File: src/rtl/multi_port_mem_arbiter.sv
// rtl/multi_port_mem_arbiter.sv - N-port requester arbiter sharing one memory bus
// Define ARB_ROUND_ROBIN_EN for round-robin selection; otherwise fixed priority (lowest index wins).
module multi_port_mem_arbiter #(
  parameter int ADDR_WIDTH  = 8,
  parameter int DATA_WIDTH  = 16,
  parameter int N_PORTS     = 3,
  parameter int MEM_LATENCY = 1
) (
  input  logic                          clk_i,
  input  logic                          rst_i,
  input  logic [N_PORTS-1:0]            req_i,
  input  logic [N_PORTS-1:0]            we_i,
  input  logic [N_PORTS*ADDR_WIDTH-1:0] addr_i,
  input  logic [N_PORTS*DATA_WIDTH-1:0] wdata_i,
  output logic [N_PORTS-1:0]            gnt_o,
  output logic [N_PORTS-1:0]            rvalid_o,
  output logic [DATA_WIDTH-1:0]         rdata_o,
  output logic                          busy_o,
  input  logic [DATA_WIDTH-1:0]         mem_value_i,
  output logic [ADDR_WIDTH-1:0]         mem_addr_o,
  output logic [DATA_WIDTH-1:0]         mem_value_o,
  output logic                          mem_rd_en_o,
  output logic                          mem_wr_en_o,
  output logic                          mem_enable_o
);
  localparam int PW = $clog2(N_PORTS);
  localparam int CW = 2;
  localparam logic [N_PORTS-1:0] ONE = N_PORTS'(1);

  typedef enum logic [1:0] {S_IDLE, S_ISSUE, S_WAIT, S_RESP} state_t;

  state_t                r_state;
  logic [PW-1:0]         r_port;
  logic [CW-1:0]         r_cnt;
  logic [N_PORTS-1:0]    r_gnt;
  logic [N_PORTS-1:0]    r_rvalid;
  logic [DATA_WIDTH-1:0] r_rdata;
  logic                  r_busy;
  logic [ADDR_WIDTH-1:0] r_addr;
  logic [DATA_WIDTH-1:0] r_value;
  logic                  r_rd;
  logic                  r_wr;

  logic [PW-1:0]         w_sel;
  logic                  w_any;
  logic                  w_we;
  logic [ADDR_WIDTH-1:0] w_addr;
  logic [DATA_WIDTH-1:0] w_wdata;

  assign w_any   = |req_i;
  assign w_we    = we_i[w_sel];
  assign w_addr  = addr_i[int'(w_sel)*ADDR_WIDTH +: ADDR_WIDTH];
  assign w_wdata = wdata_i[int'(w_sel)*DATA_WIDTH +: DATA_WIDTH];

`ifdef ARB_ROUND_ROBIN_EN
  logic [PW-1:0] r_ptr;

  // Scan from farthest to nearest so the port closest after r_ptr is assigned last.
  always_comb begin
    w_sel = '0;
    for (int k = N_PORTS; k >= 1; k--) begin
      if (req_i[(int'(r_ptr) + k) % N_PORTS]) w_sel = PW'((int'(r_ptr) + k) % N_PORTS);
    end
  end

  always_ff @(posedge clk_i or negedge rst_i) begin
    if (!rst_i) r_ptr <= PW'(N_PORTS - 1);
    else if ((r_state == S_IDLE || r_state == S_RESP) && w_any) r_ptr <= w_sel;
  end
`else
  always_comb begin
    w_sel = '0;
    for (int i = N_PORTS - 1; i >= 0; i--) begin
      if (req_i[i]) w_sel = PW'(i);
    end
  end
`endif

  always_ff @(posedge clk_i or negedge rst_i) begin
    if (!rst_i) begin
      r_state  <= S_IDLE;
      r_port   <= '0;
      r_cnt    <= '0;
      r_gnt    <= '0;
      r_rvalid <= '0;
      r_rdata  <= '0;
      r_busy   <= 1'b0;
      r_addr   <= '0;
      r_value  <= '0;
      r_rd     <= 1'b0;
      r_wr     <= 1'b0;
    end else begin
      r_gnt    <= '0;
      r_rvalid <= '0;
      r_rd     <= 1'b0;
      r_wr     <= 1'b0;
      case (r_state)
        S_IDLE, S_RESP: begin
          if (w_any) begin
            r_port  <= w_sel;
            r_gnt   <= ONE << w_sel;
            r_addr  <= w_addr;
            r_wr    <= w_we;
            r_rd    <= !w_we;
            if (w_we) r_value <= w_wdata;
            r_busy  <= 1'b1;
            r_state <= S_ISSUE;
          end else begin
            r_busy  <= 1'b0;
            r_state <= S_IDLE;
          end
        end
        // r_wr still reflects the issued command's direction during ISSUE.
        S_ISSUE: begin
          if (r_wr) begin
            r_busy  <= 1'b0;
            r_state <= S_IDLE;
          end else begin
            r_cnt   <= CW'(MEM_LATENCY - 1);
            r_busy  <= 1'b1;
            r_state <= S_WAIT;
          end
        end
        S_WAIT: begin
          r_busy <= 1'b1;
          if (r_cnt == '0) begin
            r_rdata  <= mem_value_i;
            r_rvalid <= ONE << r_port;
            r_state  <= S_RESP;
          end else begin
            r_cnt <= r_cnt - 1'b1;
          end
        end
        default: begin
          r_busy  <= 1'b0;
          r_state <= S_IDLE;
        end
      endcase
    end
  end

  assign gnt_o        = r_gnt;
  assign rvalid_o     = r_rvalid;
  assign rdata_o      = r_rdata;
  assign busy_o       = r_busy;
  assign mem_addr_o   = r_addr;
  assign mem_value_o  = r_value;
  assign mem_rd_en_o  = r_rd;
  assign mem_wr_en_o  = r_wr;
  assign mem_enable_o = r_rd | r_wr;

endmodule

File: config.mk
export PLATFORM = sky130hd
export DESIGN_NAME = multi_port_mem_arbiter
export DESIGN_NICKNAME = d
export VERILOG_FILES = /design/src/rtl/multi_port_mem_arbiter.sv
export SDC_FILE = /design/constraint.sdc
export NUM_CORES = 1
export LEC_CHECK = 0
export CAP_MARGIN = 20
export CORE_UTILIZATION = 40
export DETAILED_ROUTE_END_ITERATION = 12
export HOLD_SLACK_MARGIN = 0.02
export PLACE_DENSITY = 0.81
export SYNTH_ARGS = -nofsm -noshare
export SYNTH_HDL_FRONTEND = slang
export SYNTH_SLANG_ARGS = --single-unit
File: constraint.sdc
create_clock -name clk_i -period 3.2 [get_ports clk_i]
set_clock_uncertainty 0.2 [all_clocks]
set_input_delay 0.32 -clock clk_i [delete_from_list [all_inputs] [get_ports clk_i]]
set_output_delay 0.32 -clock clk_i [all_outputs]
set_load 0.005 [all_outputs]
==> results_dict.tcl <==
set metrics [dict create \
    status "finished clean" \
    cp_slowest_stage_delay_ns 0.88 \
    reg2reg_to "mem_value_o[14]" \
    switchingPower_uw 897 \
    p_leak_nw 1.89 \
    wirelength_um 7630 \
    ys.warnings.count 0 \
    path_max_fanout 24 \
    die_area_um2 7440 \
    power_density_nw_per_um2 708 \
    hold_violations 0 \
    cts_root_buf "clkbuf_8" \
    maxSlewHeadroom_pct 33.2 \
    cts_buffers 5 \
    io_buffer_count 145 \
    antenna_found_initial 0 \
    synth.mux.area_fraction_pct 17.4 \
    synth-xor-area-share_pct 0 \
    rr_worst_depth 6 \
    cpMaxStageDelayCell "nor2b_2" \
    p_comb_share_pct 48.5 \
    vias 2529 \
    crit_path_end_kind "flop" \
    synth_area_um2 2840 \
    seq_area_frac_synth_pct 48.5 \
    grt_pass1_vias 2549 \
    setup_viol 0 \
    synthDistinctLibCells 27 \
    seqPwrFrac_pct 36.7 \
    synth_compound_area_share_pct 18.4 \
    fin_ws_ns 0.781 \
    synth-seq-cells 55 \
    clock-sinks 55 \
    grt_pass1_wl_um 12200 \
    postCtsSetupRepairBufs 0 \
    critPathKind "input pin to flop" \
    synth-simple-area-share_pct 9.74 \
    antennaDiodeCount 0 \
    core_area_um2 6830 \
    die_w_um 86.2 \
    clk-insertion-delay-late_ns 0.30 \
    ys_top_cells_by_area "dfrtp_1, mux2_2, a22oi_1" \
    cts_buffer_depth 2 \
    swShare_pct 28.0 \
    drtIter0Drc 82 \
    h-tree-depth 2 \
    syn_inst 260 \
    synth_top_family_by_area "compound AO/OA/AOI/OAI gates" \
    nets 501 \
    maxCapViolCount 0 \
    dp_slack_ns 0.437 \
    gp_congestion 0.777 \
    ant_nets 0 \
    grt_setup_unrepaired "no" \
    die_h_um 86.2 \
    tightest_slew_ns 0.998 \
    placementRows 30 \
    drive_gt1_share_pct 15.6 \
    start_util_pct 41.6 \
    synthAdderAreaFrac_pct 1.32 \
    drv_slew 0 \
    r2r-start "r_state[0]" \
    path_clk_slew_ns 0.09 \
    avgSynthCellArea_um2 10.9 \
    yosys.area.top_type "dfrtp_1" \
    routedWlPerCell_um 15.3 \
    arrival_ns 2.47 \
    finalCoreUtilization_pct 66.2 \
    synth.net_count 359 \
    period_share_pct 75.6 \
    layoutNonFillerInstCount 499 \
    vias_per_cell 5.07 \
    start_kind "input pin" \
    synth.top_cell.area_share_pct 48.5 \
    setup_tns_ns 0 \
    required_ns 3.25 \
    area_growth_pct 59.4 \
    min_path_type "input pin to asynchronous set/reset pin" \
    pin_count 146 \
    cts_tree "built" \
    max_freq_mhz 413 \
    internal-power_mw 2.31 \
    drc 0 \
    placed_cells 489 \
    globalRouteTotalUtil_pct 21.3 \
    overflow 0 \
    period_minus_slack_ns 2.42 \
    final_cell_mix "clkdlybuf4s50_1, dfrtp_1, mux2_2" \
    cts_resized 0 \
    p_clk_share_pct 14.8 \
    fillerInstances 580 \
    vdd_drop_max_mv 0.341 \
    grt_max_degree 48 \
    r2r_setup_slack_ns 0.82 \
    cp_cell_sequence "clkdlybuf4s50_1 > nor2b_2 > a21oi_1 > o21ai_0 > mux2_4" \
    layout_commonest_cell "clkdlybuf4s50_1" \
    drtPass1Iterations 4 \
    dpl.hpwl_um 5780 \
]
worst max-delay path: cells and delay by family:
kind	cells	cell delay (ns)
AND/OR/NAND/NOR	1	0.88
buffers and inverters	1	0.69
AO/OA/AOI/OAI	2	0.39
multiplexers	1	0.17
stage by stage:
| step | hold WS [ns] | area, um^2 | power [mW] |
|---|---|---|---|
| after global routing | 0.181 | 4520 | 3.40 |
| final | 0.164 | 4520 | 3.20 |
| after floorplan | -0.176 | 2840 | 1.88 |
| after global placement | 0.261 | 4380 | 2.71 |
| after detailed placement | 0.283 | 4380 | 2.76 |
| after CTS | 0.290 | 4500 | 3.24 |
final cells by class:
| class | instances | area, um^2 | area share, % |
|---|---|---|---|
| sequential | 55 | 1380 | 30.4 |
| tap | 96 | 120 | 2.65 |
| clock inverter | 2 | 35.0 | 0.774 |
| timing repair buffer | 156 | 1540 | 34.1 |
| inverter | 7 | 26.3 | 0.581 |
| clock buffer | 6 | 82.6 | 1.83 |
| multi-input combinational | 177 | 1340 | 29.6 |
state kept, by name (all words and copies together), names as in the netlist:
signal	count
mem_value_o	16
rdata_o	16
gnt_o	3
r_state	2
busy_o	1
r_port	2
mem_rd_en_o	1
mem_addr_o	8
mem_wr_en_o	1
rvalid_o	3
r_cnt	2
metal layers:
layer  up-vias  routed length (um)  track usage [%]
met2        86                3820             36.9
met1      1217                3130             25.8
met5         -                   0                0
met4         0                 154             6.82
li1       1214                   -                -
met3        12                 514             5.81
repair_timing:
| action | 4_1_cts | 5_1_grt |
|---|---|---|
| hold buffers | 1 | 0 |
| endpoints found under the hold margin | 24 | 0 |
| endpoints found under the setup margin | 0 | 0 |
power groups by stage:
stage	combinational, mW	sequential, mW	clock, mW
finish	1.55	1.18	0.474
global route	1.68	1.22	0.513
CTS	1.57	1.18	0.489
detailed placement	1.56	1.19	0
global placement	1.53	1.18	0
floorplan	0.684	1.19	0
cells in the mapped netlist (all sizes together):
cell / number
a21oi: 26
buf: 5
mux2i: 1
or2: 1
nor3b: 3
a21o: 4
clkbuf: 16
nor2: 3
nor4b: 1
or4: 1
inv: 7
a22o: 3
ha: 3
o21ai: 26
a22oi: 24
o31ai: 1
a211oi: 1
a32o: 1
mux2: 40
nor3: 4
nand2: 5
and2: 2
dfrtp: 55
nor2b: 27
how the worst max path moves through the flow:
stage	from	to	slack [ns]
2_1_floorplan	r_state[0]	mem_value_o[10]	0.86
3_3_place_gp	req_i[1]	mem_value_o[15]	0.50
3_5_place_dp	req_i[2]	mem_value_o[7]	0.44
4_1_cts	req_i[2]	mem_value_o[7]	0.77
5_1_grt	req_i[2]	mem_value_o[7]	0.62
6_report	req_i[2]	mem_value_o[7]	0.78
kinds of logic after synthesis:
logic type                 count (synthesis)
AOI/OAI and AO/OA                         86
DFF                                       55
and+or+nand+nor                           47
muxes                                     41
buffers and inverters                     28
adders and majority gates                  3
(Power assumes the default switching activity.)
